### src/rtl/gat_bram_load_ctrl.sv
// Host-to-core BRAM load bridge: registered per-channel write ports plus a load/start/run/done sequencer.
// Optional macro GAT_LOAD_CNT_EN adds per-channel saturating accepted-write counters on load_cnt.
module gat_bram_load_ctrl #(
  parameter int NUM_CH     = 3,
  parameter int DATA_WIDTH = 24,
  parameter int ADDR_W     = 18,
  parameter int ADDR_LSB   = 2,
  parameter int CNT_W      = 32
) (
  input  logic                                 clk,
  input  logic                                 rst_n,
  input  logic                                 gat_layer,
  input  logic [NUM_CH*DATA_WIDTH-1:0]         bram_din,
  input  logic [NUM_CH-1:0]                    bram_ena,
  input  logic [NUM_CH-1:0]                    bram_wea,
  input  logic [NUM_CH*(ADDR_W+ADDR_LSB)-1:0]  bram_addra,
  input  logic [NUM_CH-1:0]                    load_done,
  output logic [NUM_CH*DATA_WIDTH-1:0]         core_din,
  output logic [NUM_CH-1:0]                    core_ena,
  output logic [NUM_CH-1:0]                    core_wea,
  output logic [NUM_CH*ADDR_W-1:0]             core_addra,
  output logic                                 core_start,
  output logic                                 core_layer,
  input  logic                                 core_done,
  output logic                                 gat_ready,
  output logic                                 load_err,
  output logic [31:0]                          gat_debug,
  output logic [NUM_CH*CNT_W-1:0]              load_cnt
);

  localparam int HA_W  = ADDR_W + ADDR_LSB;
  localparam int PAD_W = 32 - 16 - NUM_CH - 4;

  typedef enum logic [2:0] {
    IDLE  = 3'd0,
    LOAD  = 3'd1,
    START = 3'd2,
    RUN   = 3'd3,
    DONE  = 3'd4
  } state_e;

  state_e                      state_q, state_d;
  logic [NUM_CH-1:0]           done_q, done_d;
  logic                        load_err_q, load_err_d;
  logic [15:0]                 run_cnt_q, run_cnt_d;
  logic                        core_layer_q, core_layer_d;

  logic [NUM_CH*DATA_WIDTH-1:0] core_din_q;
  logic [NUM_CH*ADDR_W-1:0]     core_addra_q;
  logic [NUM_CH-1:0]            core_ena_q, core_wea_q;

  logic                        wr_open;
  logic [NUM_CH-1:0]           wr_ok, wr_bad;

  // NOTE: every variable driven here gets a default before any branch, so no latch can be inferred.
  always_comb begin
    wr_open = (state_q == IDLE) || (state_q == LOAD) || (state_q == DONE);
    wr_ok   = '0;
    wr_bad  = '0;
    for (int k = 0; k < NUM_CH; k++) begin
      if (bram_ena[k] && bram_wea[k]) begin
        if (wr_open && (bram_addra[k*HA_W +: ADDR_LSB] == '0)) wr_ok[k]  = 1'b1;
        else                                                   wr_bad[k] = 1'b1;
      end
    end
  end

  // NOTE: sequential state uses non-blocking assignments so every flop samples pre-edge values.
  always_ff @(posedge clk or negedge rst_n) begin
    if (!rst_n) begin
      core_din_q   <= '0;
      core_addra_q <= '0;
      core_ena_q   <= '0;
      core_wea_q   <= '0;
    end else begin
      core_din_q <= bram_din;
      for (int k = 0; k < NUM_CH; k++) begin
        core_addra_q[k*ADDR_W +: ADDR_W] <= bram_addra[k*HA_W + ADDR_LSB +: ADDR_W];
        // Reads pass through; a rejected write is suppressed entirely.
        core_ena_q[k] <= bram_ena[k] & ~wr_bad[k];
        core_wea_q[k] <= wr_ok[k];
      end
    end
  end

  always_comb begin
    state_d      = state_q;
    done_d       = done_q;
    load_err_d   = load_err_q | (|wr_bad);
    run_cnt_d    = run_cnt_q;
    core_layer_d = core_layer_q;
    case (state_q)
      IDLE: begin
        done_d = done_q | load_done;
        if ((|wr_ok) || (|load_done)) state_d = LOAD;
      end
      LOAD: begin
        done_d = done_q | load_done;
        if (&(done_q | load_done)) state_d = START;
      end
      START: begin
        core_layer_d = gat_layer;
        state_d      = RUN;
      end
      RUN: begin
        if (core_done) begin
          state_d   = DONE;
          run_cnt_d = run_cnt_q + 16'd1;
        end
      end
      DONE: begin
        // A fresh load round starts with no channel considered finished.
        if ((|wr_ok) || (|load_done)) begin
          state_d = LOAD;
          done_d  = '0;
        end
      end
      default: state_d = IDLE;
    endcase
  end

  always_ff @(posedge clk or negedge rst_n) begin
    if (!rst_n) begin
      state_q      <= IDLE;
      done_q       <= '0;
      load_err_q   <= 1'b0;
      run_cnt_q    <= '0;
      core_layer_q <= 1'b0;
    end else begin
      state_q      <= state_d;
      done_q       <= done_d;
      load_err_q   <= load_err_d;
      run_cnt_q    <= run_cnt_d;
      core_layer_q <= core_layer_d;
    end
  end

`ifdef GAT_LOAD_CNT_EN
  logic [NUM_CH*CNT_W-1:0] cnt_q, cnt_d;
  logic                    cnt_clr;

  // The write that triggers entry to LOAD is the first one counted in the new round.
  always_comb begin
    cnt_clr = ((state_q == IDLE) || (state_q == DONE)) && (state_d == LOAD);
    cnt_d   = cnt_q;
    for (int k = 0; k < NUM_CH; k++) begin
      if (cnt_clr)
        cnt_d[k*CNT_W +: CNT_W] = {{(CNT_W-1){1'b0}}, wr_ok[k]};
      else if (wr_ok[k] && (cnt_q[k*CNT_W +: CNT_W] != '1))
        cnt_d[k*CNT_W +: CNT_W] = cnt_q[k*CNT_W +: CNT_W] + CNT_W'(1);
    end
  end

  always_ff @(posedge clk or negedge rst_n) begin
    if (!rst_n) cnt_q <= '0;
    else        cnt_q <= cnt_d;
  end

  assign load_cnt = cnt_q;
`else
  assign load_cnt = '0;
`endif

  assign core_din   = core_din_q;
  assign core_addra = core_addra_q;
  assign core_ena   = core_ena_q;
  assign core_wea   = core_wea_q;
  assign core_start = (state_q == START);
  assign core_layer = core_layer_q;
  assign gat_ready  = (state_q == DONE);
  assign load_err   = load_err_q;
  assign gat_debug  = {run_cnt_q, {PAD_W{1'b0}}, done_q, load_err_q, 3'(state_q)};

endmodule

### config.mk
export PLATFORM = sky130hd
export DESIGN_NAME = gat_bram_load_ctrl
export DESIGN_NICKNAME = d
export VERILOG_FILES = /design/src/rtl/gat_bram_load_ctrl.sv
export SDC_FILE = /design/constraint.sdc
export NUM_CORES = 1
export LEC_CHECK = 0
export ABC_CLOCK_PERIOD_IN_PS = 5100
export BUFFER_PORTS_ARGS = -buffer_cell sky130_fd_sc_hd__buf_2
export CAP_MARGIN = 20
export CORE_AREA = 2 2 157 159
export CTS_BUF_LIST = sky130_fd_sc_hd__clkbuf_8
export CTS_CLUSTER_SIZE = 14
export DETAILED_ROUTE_END_ITERATION = 16
export DIE_AREA = 0 0 159 161
export HOLD_SLACK_MARGIN = 0.15
export PLACE_DENSITY = 0.54
export REMOVE_ABC_BUFFERS = 1
export SKIP_CTS_REPAIR_TIMING = 1
export SLEW_MARGIN = 25
export SYNTH_ARGS = -nofsm -noshare
export SYNTH_HDL_FRONTEND = slang
export SYNTH_SLANG_ARGS = --single-unit
### constraint.sdc
create_clock -name clk -period 5.1 [get_ports clk]
set_clock_uncertainty 0.2 [all_clocks]
set_input_delay 1.02 -clock clk [delete_from_list [all_inputs] [get_ports clk]]
set_output_delay 1.02 -clock clk [all_outputs]
set_load 0.1 [all_outputs]
* Word-level counts from Yosys, hierarchy flattened
Cells that the tools add are included.
** Word-level totals
- Bits in registers :: 156
- Bits of input ports :: 145
- Output and inout bits :: 264
- Logic and storage cells :: 67
** Cells by class
- Add/subtract/negate cells :: 1
- Eq/ne operators :: 8
- Multiplexer cells :: 18
- Bitwise logic cells :: 8
- Reductions and logical operators :: 23
** Operator list (count)
- adder 16 x 1 -> 16 bit (second input constant) :: 1
- 2-to-1 mux 1 bit :: 12
- 2-to-1 mux 3 bit :: 4
- case mux 3 bit (4 select lines) :: 1
- OR reduction 3 bit :: 3
- equality test 3 x 2 -> 1 bit (second input constant) :: 2
- logical AND 1 bit :: 6
- zero test 2 bit :: 3
- inequality test 2 x 1 -> 1 bit (second input constant) :: 3
- case mux 3 bit (2 select lines) :: 1
- AND reduction 3 bit :: 2
- AND reduction 2 bit :: 2
- OR reduction 2 bit :: 2
- AND 1 bit :: 3
- equality test 3 x 1 -> 1 bit (second input constant) :: 1
- equality test 3 bit (second input constant) :: 1
- zero test 3 bit :: 1
- logical OR 1 bit :: 3
- inverter 1 bit :: 3
- OR 3 bit :: 1
- inequality test 2 bit (second input constant) :: 1
- nonzero test 2 bit :: 1
- OR 1 bit :: 1

* Longest topological paths before layout
- Depth in word-level cells :: 10
- Mapped depth :: 5
- Depth with buffers taken out :: 5

* Worst setup path before layout
OpenSTA, ideal clock, no wires.
- Path kind :: reg2out
- From :: register state_q[1]
- To :: output core_start
- Arrival :: 3504 ps
- Required time :: 3880 ps
- Slack :: 376 ps
- Stages on the path, launching flop included :: 3
- Path buffers :: 1
- Cells stage by stage :: dfrtp_1 -> buf_6 -> nor3b_1
** Between the ends
- Word-level cells in the longest chain between the ends :: 1
** Ends and longest elaborated chain
- from (decl) :: line 42 : state_e state_q, state_d;
- from (signal assigned) :: line 130 : state_q <= state_d;
- equality test 3 x 2 -> 1 bit :: line 168 : assign core_start = (state_q == START);
- to (decl) :: line 22 : output logic core_start,
Every way passes these cells.

* Worst setup path after layout
Same ends and word-level chain as after synthesis.

==> run_results.csv <==
group,metric,value,unit
drt,wirelength,14.1,mm
synth,syn_avg_cell_area,15.0,um2
drt,vias,3423,
grt,grt_pass1_wl,20.6,mm
drt,drt_pass1_iterations,4,
setup_path,slowest_stage,"dfrtp_1",
synth,synth_area_leaders,"dfrtp_1 72%, buf_4 15%, xnor2_1 1.5%",
synth,synth_cells,361,
drt,drt_first_iter_violations,152,
timing,fin_crit,3140,ps
setup_path,cp.required,3880,ps
setup_path,crit_arrival,1920,ps
grt,grtUsageTotal,0.108,
final_layout,post-route-util,0.307,
setup_path,critPathBufInv,1,
timing,finalMaxSlewViolations,0,
timing,hold_viol,0,
place,io_buffers,303,
drt,vias_per_cell,3.37,
final_layout,antennaDiodeCount,0,
grt,antenna_found_initial,0,
timing,rsz0062_at_grt,"false",
timing,setup_viol,0,
final_layout,fillCellCount,2490,
setup_path,slowest_delay,670,ps
min_path,hold_class,"reg2reg",
final_layout,layout-drive-gt1-share,0.504,
die,die_area,25600,um2
die,die_w,159,um
clock_tree,cts_root_buf,"clkbuf_8",
synth,synth-main-ff-cell,"dfrtp_1",
final_layout,syn_to_final_growth,36.2,%
die,start_util,0.225,
timing,hold_slack,276,ps
final_layout,nets,825,
clock_tree,htree_levels,4,
timing,setup_tns,0,ps
timing,post-route-period-util,0.615,
place,dpl_cell_area,6910,um2
setup_path,cp_cell_sequence,"nor3b_1 > buf_2",
timing,fmax,319,MHz
final_layout,fin_area,7360,um2
synth,synth_seq_cells,156,
place,post-dp-hpwl,10.9,mm
synth,yosys.area.top_type,"dfrtp_1",
timing,setup_ws,1960,ps
clock_tree,cts_buffers,17,
drt,drc,0,
setup_path,path_class,"reg2out",
run_status,outcome,"complete, no violations",
clock_tree,clkLatencyLatePin,440,ps
timing,max_slew.worst_pin.slew,799,ps
clock_tree,clk_path_buf_depth,2,
die,die_y,161,um
die,fp.coreArea,24000,um2
grt,gr-total-overflow,0,
synth,yosysSeqAreaShare,0.723,
synth,synthArstFlopShare,1.00,
place,dp_slack,2420,ps
die,pin_count,409,
pwr,power.density,522,nW/um2
timing,relSlewSlack,0.467,
synth,ys_types,35,
drt,ant_nets,0,
drt,wl_per_cell,13.9,um
pwr,ir_drop,461,uV
synth,ys_warn_count,0,
place,place.gp.congestion,0.801,
flow_run,drv_cap,0,
grt,grt_pass1_vias,3309,
synth,yosysMostFrequentCell,"dfrtp_1",
grt,grt_max_degree,157,
clock_tree,clock_sinks,156,
die,std_cell_rows,57,
setup_path,start_kind,"register",
setup_path,endpoint_kind,"primary output",
setup_path,crit_family,"flip-flops",
synth,synth_edf_count,0,
synth,syn_area,5400,um2
synth,yosys.area.top_type_share,0.723,
pwr,leakage,3.92,nW
setup_path,crit_fanout,12,
clock_tree,cts_tree,"built",
synth,yosys-top-cells-count,"156 x dfrtp_1, 106 x buf_4, 13 x nand2_1, 13 x nor2_1, 9 x xnor2_1",
clock_tree,clk_pin_slew_worst_paths,110,ps
## cells by family after synthesis
kind of cell,count (synthesis),share of synthesized area
AOI/OAI and AO/OA,15,0.0229
xor gates and xnor gates,15,0.0243
adders and majority gates,1,0.00232
buffers and inverters,116,0.158
DFF,156,0.723
muxes,1,0.00208
other,1,0.000694
and+or+nand+nor,56,0.0667
## registers in the layout, indices dropped and copies added (netlist names)
signal / cells
core_addra: 54
core_din: 72
core_ena: 3
core_layer: 1
core_wea: 3
done_q: 3
load_err: 1
run_cnt_q: 16
state_q: 3
## cell type report
type | instances | area, um2 | area share
flip-flops and latches | 156 | 3900 | 0.530
repair buffers | 304 | 1540 | 0.210
clock buffers | 17 | 234 | 0.0318
well taps | 324 | 405 | 0.0551
clock inverters | 15 | 214 | 0.0291
inverters | 7 | 26.3 | 0.00357
multi-input cells | 193 | 1030 | 0.140
## per-layer routing
layer  part of all wire  GRT usage  up-vias
met2               0.53      0.191      203
li1                   -          -     1581
met1               0.37      0.122     1632
met4              0.011     0.0351        0
met5                  0          0        -
met3              0.082     0.0395        7
## per-stage QoR
| step | cells | power, mW |
|---|---|---|
| 6_report | 1016 | 3.84 |
| 5_1_grt | 1016 | 4.02 |
| 4_1_cts | 1016 | 3.91 |
| 3_5_place_dp | 984 | 2.89 |
| 3_3_place_gp | 984 | 2.88 |
| 2_1_floorplan | 356 | 2.64 |
## report_power, final
part	internal (mW)	switching [mW]
combinational	0.176	1.25
sequential	1.33	0.0938
clock	0.393	0.595
## placed cells by master (no fill, tap or decap), types with 2 or more instances in the layout
cell type	instances
a21oi_1	7
and2_1	2
and4_1	2
buf_2	302
clkbuf_8	17
clkinv_8	8
conb_1	105
dfrtp_1	156
inv_1	7
inv_12	3
inv_6	3
nand2_1	13
nand3_1	5
nand4_1	5
nor2_1	13
nor2b_1	3
nor3_2	3
nor4b_1	2
xnor2_1	9
xor2_1	6
## worst reg2reg max path, cell delays in order, from the launching register on
cell,delay (ps)
dfrtp_1,550
a2111oi_4,490
nand3_2,140
and4_1,220
a2111oi_2,260
## path summary, 6_finish.rpt
path	depth (start not counted)	endpoint	slack (ps)	startpoint
min reg2reg	1	run_cnt_q[15]	280	run_cnt_q[15]
min in group asynchronous	2	core_din[31]	510	rst_n
min	1	run_cnt_q[15]	280	run_cnt_q[15]
max in group asynchronous	2	core_addra[33]	3610	rst_n
max reg2reg	4	state_q[0]	3150	state_q[2]
max	2	core_start	1960	state_q[1]
Power figures use the tool's default switching activity.
